===== src/rtl/branch_target_predictor.sv =====
`default_nettype none
//==============================================================================
// Module      : branch_target_predictor
// Description : Direct-mapped branch target buffer with 2-bit saturating
//               counters. Fetch looks up btp_pc_in combinationally; the
//               branch-resolution stage trains the table with one update per
//               cycle. The table is register based (one read, one write port).
//
// Ports       : clk_in             - clock, rising edge
//               rst_in             - asynchronous active-high reset
//               btp_pc_in          - fetch PC to look up
//               btp_pred_en_out    - predict taken (next-PC prediction enable)
//               btp_pred_addr_out  - predicted target (0 when not predicting)
//               btp_upd_valid_in   - resolved-branch update strobe
//               btp_upd_pc_in      - PC of the resolved branch
//               btp_upd_taken_in   - actual outcome, 1 = taken
//               btp_upd_target_in  - actual target of the resolved branch
//               btp_flush_in       - synchronous invalidate of all entries
//               btp_miss_count_out - misprediction count (0 when disabled)
//
// Options     : BTP_MISS_COUNTER_EN - when defined, a wrapping 32-bit counter
//               of mispredicted accepted updates drives btp_miss_count_out.
//
// Revision    : 1.0 - initial release
//==============================================================================
module branch_target_predictor #(
    parameter int XLEN       = 32,
    parameter int INDEX_BITS = 4
) (
    input  logic            clk_in,
    input  logic            rst_in,
    input  logic [XLEN-1:0] btp_pc_in,
    output logic            btp_pred_en_out,
    output logic [XLEN-1:0] btp_pred_addr_out,
    input  logic            btp_upd_valid_in,
    input  logic [XLEN-1:0] btp_upd_pc_in,
    input  logic            btp_upd_taken_in,
    input  logic [XLEN-1:0] btp_upd_target_in,
    input  logic            btp_flush_in,
    output logic [31:0]     btp_miss_count_out
);

    localparam int TAG_BITS = XLEN - INDEX_BITS - 2;
    localparam int ENTRIES  = 2 ** INDEX_BITS;

    localparam logic [1:0] C_CTR_RESET = 2'b01;
    localparam logic [1:0] C_CTR_ALLOC = 2'b10;
    localparam logic [1:0] C_CTR_MAX   = 2'b11;
    localparam logic [1:0] C_CTR_MIN   = 2'b00;

    // Table state
    logic [ENTRIES-1:0]  r_valid;
    logic [TAG_BITS-1:0] r_tag    [ENTRIES];
    logic [XLEN-1:0]     r_target [ENTRIES];
    logic [1:0]          r_ctr    [ENTRIES];

    // Lookup path
    logic [INDEX_BITS-1:0] w_lk_idx;
    logic [TAG_BITS-1:0]   w_lk_tag;
    logic                  w_lk_hit;

    // Update path
    logic [INDEX_BITS-1:0] w_up_idx;
    logic [TAG_BITS-1:0]   w_up_tag;
    logic                  w_up_hit;
    logic [1:0]            w_up_ctr;
    logic [1:0]            w_up_ctr_next;

    // Byte-offset bits never take part in indexing or tagging.
    logic w_unused_bits;
    assign w_unused_bits = ^{btp_pc_in[1:0], btp_upd_pc_in[1:0]};

    //--------------------------------------------------------------------------
    // Lookup: purely combinational, sees pre-update state in the same cycle.
    //--------------------------------------------------------------------------
    assign w_lk_idx = btp_pc_in[INDEX_BITS+1:2];
    assign w_lk_tag = btp_pc_in[XLEN-1:INDEX_BITS+2];
    assign w_lk_hit = r_valid[w_lk_idx] && (r_tag[w_lk_idx] == w_lk_tag);

    assign btp_pred_en_out   = w_lk_hit && r_ctr[w_lk_idx][1];
    assign btp_pred_addr_out = btp_pred_en_out ? r_target[w_lk_idx] : '0;

    //--------------------------------------------------------------------------
    // Update decode
    //--------------------------------------------------------------------------
    assign w_up_idx = btp_upd_pc_in[INDEX_BITS+1:2];
    assign w_up_tag = btp_upd_pc_in[XLEN-1:INDEX_BITS+2];
    assign w_up_hit = r_valid[w_up_idx] && (r_tag[w_up_idx] == w_up_tag);
    assign w_up_ctr = r_ctr[w_up_idx];

    // Saturating counter step in the direction of the resolved outcome.
    always_comb begin
        w_up_ctr_next = w_up_ctr;
        if (btp_upd_taken_in) begin
            if (w_up_ctr != C_CTR_MAX) begin
                w_up_ctr_next = w_up_ctr + 2'b01;
            end
        end else begin
            if (w_up_ctr != C_CTR_MIN) begin
                w_up_ctr_next = w_up_ctr - 2'b01;
            end
        end
    end

    //--------------------------------------------------------------------------
    // Table write. Reset is asynchronous so an update in flight when reset
    // rises is simply never written. Flush only drops valid bits and takes
    // priority over a same-cycle update (including an allocation).
    //--------------------------------------------------------------------------
    always_ff @(posedge clk_in or posedge rst_in) begin
        if (rst_in) begin
            r_valid <= '0;
            for (int i = 0; i < ENTRIES; i++) begin
                r_tag[i]    <= '0;
                r_target[i] <= '0;
                r_ctr[i]    <= C_CTR_RESET;
            end
        end else if (btp_flush_in) begin
            r_valid <= '0;
        end else if (btp_upd_valid_in) begin
            if (w_up_hit) begin
                r_ctr[w_up_idx] <= w_up_ctr_next;
                if (btp_upd_taken_in) begin
                    r_target[w_up_idx] <= btp_upd_target_in;
                end
            end else if (btp_upd_taken_in) begin
                // Allocate or replace the aliased entry, starting weakly taken.
                r_valid[w_up_idx]  <= 1'b1;
                r_tag[w_up_idx]    <= w_up_tag;
                r_target[w_up_idx] <= btp_upd_target_in;
                r_ctr[w_up_idx]    <= C_CTR_ALLOC;
            end
        end
    end

    //--------------------------------------------------------------------------
    // Misprediction counter
    //--------------------------------------------------------------------------
`ifdef BTP_MISS_COUNTER_EN
    logic [31:0] r_miss_count;
    logic        w_up_pred;
    logic        w_up_wrong;

    // The stored prediction is what the table would have said before this
    // update is applied.
    assign w_up_pred  = w_up_hit && w_up_ctr[1];
    assign w_up_wrong = (w_up_pred != btp_upd_taken_in) ||
                        (w_up_pred && (r_target[w_up_idx] != btp_upd_target_in));

    always_ff @(posedge clk_in or posedge rst_in) begin
        if (rst_in) begin
            r_miss_count <= '0;
        end else if (btp_upd_valid_in && !btp_flush_in && w_up_wrong) begin
            r_miss_count <= r_miss_count + 32'd1;
        end
    end

    assign btp_miss_count_out = r_miss_count;
`else
    assign btp_miss_count_out = '0;
`endif

endmodule
`default_nettype wire


===== config.mk =====
export PLATFORM = sky130hd
export DESIGN_NAME = branch_target_predictor
export DESIGN_NICKNAME = d
export VERILOG_FILES = /design/src/rtl/branch_target_predictor.sv
export SDC_FILE = /design/constraint.sdc
export NUM_CORES = 2
export LEC_CHECK = 0
export ABC_CLOCK_PERIOD_IN_PS = 56800
export CAP_MARGIN = 20
export CORE_ASPECT_RATIO = 0.5
export CORE_MARGIN = 2
export CORE_UTILIZATION = 60
export DETAILED_ROUTE_END_ITERATION = 10
export GPL_ROUTABILITY_DRIVEN = 1
export PLACE_DENSITY = 0.78
export REMOVE_ABC_BUFFERS = 1
export SYNTH_ARGS = -nofsm -noshare
export SYNTH_HDL_FRONTEND = slang
export SYNTH_SLANG_ARGS = --single-unit
export TNS_END_PERCENT = 100

===== constraint.sdc =====
create_clock -name clk_in -period 56.8 [get_ports clk_in]
set_clock_uncertainty 0.05 [all_clocks]
set_input_delay 14.2 -clock clk_in [delete_from_list [all_inputs] [get_ports clk_in]]
set_output_delay 14.2 -clock clk_in [all_outputs]
set_load 0.005 [all_outputs]

==> results by group <==
Hold path
  • Min-delay src: r_target[394]
  • Hold crit path type: reg -> reg

Die
  • Die Width: 409.6 um
  • Std cell rows: 74
  • Die area: 84690 sq um
  • Starting density of the core: 60.49%
  • Die height: 206.8 um
  • IO Count: 166
  • Core area: 81570 sq um

Timing
  • Hold slack: 0.4517 ns
  • Final hold vios: 0
  • Worst Tran Pin Value: 1.028 ns
  • Fmax: 29.78 MHz
  • TNS Setup: 0 ns
  • Final setup vio count: 0
  • Final min period: 33.59 ns
  • Setup repair after global routing missed its margin: false
  • Relative slew slack: 31.22%
  • Max Slew Vio Count: 0
  • Final Cycle Share: 59.13%

Placed design
  • RD Place Congestion: 0.8385
  • PortBufs: 129
  • DP Cell Count: 4162
  • Hpwl dp: 67640 um

Synthesis
  • Sequential share of the synthesized area: 49.53%
  • Syn Area/Cell: 15.69 sq um
  • Top cells by instance count after synthesis: 960 x dfrtp_1, 739 x mux2_2, 372 x mux4_2
  • Top-count cell post-synth: dfrtp_1
  • Synthesized instance count: 3145
  • Fraction of registers with async set/reset: 100.0%
  • Yosys warns: 0
  • Synth Register Bits: 976
  • Cell taking the most area after synthesis: dfrtp_1
  • Yosys cell types: 64
  • Ranking of synthesized cells by area: dfrtp_1 49%, mux4_2 17%, mux2_2 17%
  • Number of flops mapped to enable cells by yosys: 0
  • Mapped Area: 49350 sq um
  • Post-synth top flop: dfrtp_1
  • Synth top area share: 48.68%

Power
  • Clock network power share: 35.6%
  • Power per cell area: 31.89 nW/um^2
  • VDD IR max: 22.91 uV
  • Combinational fraction of design power: 15.7%
  • Psw: 432.3 uW
  • Switching share of power: 24.99%
  • Tot Pwr: 1.730 mW
  • Internal: 1.298 mW
  • Flop pwr share: 48.6%
  • P_leak: 24.28 nW

Finish
  • P&R area growth vs syn: 9.934%
  • Fillcell total: 5521
  • Share of cells above drive strength 1: 47.64%
  • Final Util: 66.50%
  • Final non-filler cell total: 4319
  • Final net count: 3252

Clock tree
  • Clock-pin slew on the worst setup and hold paths: 0.06 ns
  • H-tree depth: 3
  • CTS Hold Buffers Added: 0
  • CTS Buf Count: 86
  • Setup Buffers After CTS: 0
  • Max Buffers Root-to-Sink: 3
  • Clock sink total: 976
  • CTS tree: yes
  • Clock root cell: clkbuf_16
  • CTS resizes: 0
  • Clock insertion delay at the later pin of the skew report: 0.68 ns

Setup path
  • Critical Path Slowest Stage Cell: buf_4
  • Top Family by Delay on Critical Path: buffers and inverters
  • Worst Path Buf+Inv: 5
  • Crit Reg-Reg Startpoint: r_tag[55]
  • CP dominant cell by count: buf_4
  • Crit path largest cell delay: 0.82 ns
  • Setup crit start: btp_pc_in[3]
  • Worst path arrival time: 19.34 ns
  • Critical Path RT: 42.55 ns
  • Worst Setup Start Kind: input port
  • WS Path Type: in -> out
  • Critical Path Fanout Max: 49
  • Critical-path cell list: clkbuf_8, buf_4, buf_4, mux4_2, mux4_2, xnor2_1, nand4_1, nor3_1, nand4_1, buf_4, nor2b_1, clkdlybuf4s50_1
  • CP endpoint kind: output pin

Route
  • Avg WL per Cell: 28.66 um
  • Vias: 28.92k
  • Starting DRT DRC Count: 2699
  • Drt via density: 6.697
  • Pre-Repair DR Iteration Count: 5
  • Detailed Route WL: 123800 um
  • Final ANT Viol Nets: 0
  • DRC errors left: 0

GRT
  • Largest net degree at the start of global routing: 187
  • Total track usage: 29.72%
  • Aggregate global routing overflow: 0
  • Vias in the first global route: 30.31k
  • First-pass GRT wire length: 188800 um
  • Initial antenna violation count: 4

Outcome
  • Outcome: finished clean

Run
  • Maxcap violations: 0
## layer usage
metal  track usage (%)  wire length, um  vias to the layer above
li1                  -                -                    11880
met1             41.55            52190                    15750
met2             47.54            59800                     1046
met3             5.419             7786                      242
met4             10.78             3991                        2
met5                 0               11                        -
## worst register-to-register path, cell delays in order, from the launching register on
cell and delay (ns):
dfrtp_1 0.41, mux4_2 0.48, nand3_1 0.10, o21ai_0 0.11, nor4bb_1 0.62, a2111oi_0 0.17, nand4_1 0.22, nor3_4 0.06
buf_4 0.27, nor3_4 0.69, buf_4 0.57, mux2_2 0.42
## cells in the final DEF, fill, tap and decap left out, types with 13 or more instances in the layout
master,synthesis,layout
mux2_2,739,739
conb_1,1,32
a22oi_1,28,28
mux2_1,41,41
inv_1,18,17
buf_4,36,69
dfrtp_1,960,960
a21o_1,14,14
nand3_1,15,15
mux2i_1,83,83
clkbuf_8,0,26
clkbuf_16,0,87
nor2_1,33,22
clkbuf_1,185,13
nor2b_1,46,45
dfstp_2,16,16
mux4_2,372,372
o21ai_0,17,17
a22o_1,28,28
xnor2_1,28,28
xor2_1,23,23
nor2_4,5,16
mux2_4,149,149
clkdlybuf4s50_1,0,123
nand2_1,59,54
a21oi_1,46,46
clkinv_2,0,13
## registers in the layout (all words and copies together) (netlist names)
name and count:
r_target 512, r_tag 416, r_valid 16, r_ctr 32
## power by group through the flow
stage / sequential [mW] / combinational (mW) / clock (mW)
2_1_floorplan: 0.835 / 0.197 / 0
3_3_place_gp: 0.843 / 0.263 / 0
3_5_place_dp: 0.851 / 0.271 / 0
4_1_cts: 0.839 / 0.273 / 0.625
5_1_grt: 0.851 / 0.291 / 0.653
6_report: 0.842 / 0.272 / 0.617
## kinds of logic after synthesis
family	Yosys count	synth area share [%]
AOI/OAI and AO/OA	181	2.612
xor gates and xnor gates	51	0.9052
adders and majority gates	2	0.04057
buffers and inverters	332	3.428
DFF	976	49.53
muxes	1384	40.99
other	1	0.007599
and+or+nand+nor	218	2.477
## stage by stage
stage	setup slack [ns]	area (sq um)
floorplan	15.12	47840
finish	23.21	54250
global placement	23.31	51230
global route	23.06	54250
CTS	23.24	54160
detailed placement	23.31	51230
## worst paths after layout
path / cells after the start / to / slack [ns]
max: 12 / btp_pred_addr_out[17] / 23.21
min: 1 / r_target[394] / 0.45
max reg2reg: 11 / r_tag[369] / 52.50
min reg2reg: 1 / r_target[394] / 0.45
max in group asynchronous: 6 / r_tag[243] / 39.72
min in group asynchronous: 2 / r_target[492] / 14.02
## final cells by class
type / instances / area [sq um] / area share [%]
multi-input combinational: 1868 / 23480 / 43.28
clock buffer: 125 / 2570 / 4.737
inverter: 18 / 75.07 / 0.1384
clock inverter: 26 / 362.8 / 0.6689
antenna: 3 / 7.507 / 0.01384
tap: 1102 / 1379 / 2.542
sequential: 976 / 24440 / 45.06
timing repair buffer: 201 / 1931 / 3.559
Power figures use the tool's default switching activity.
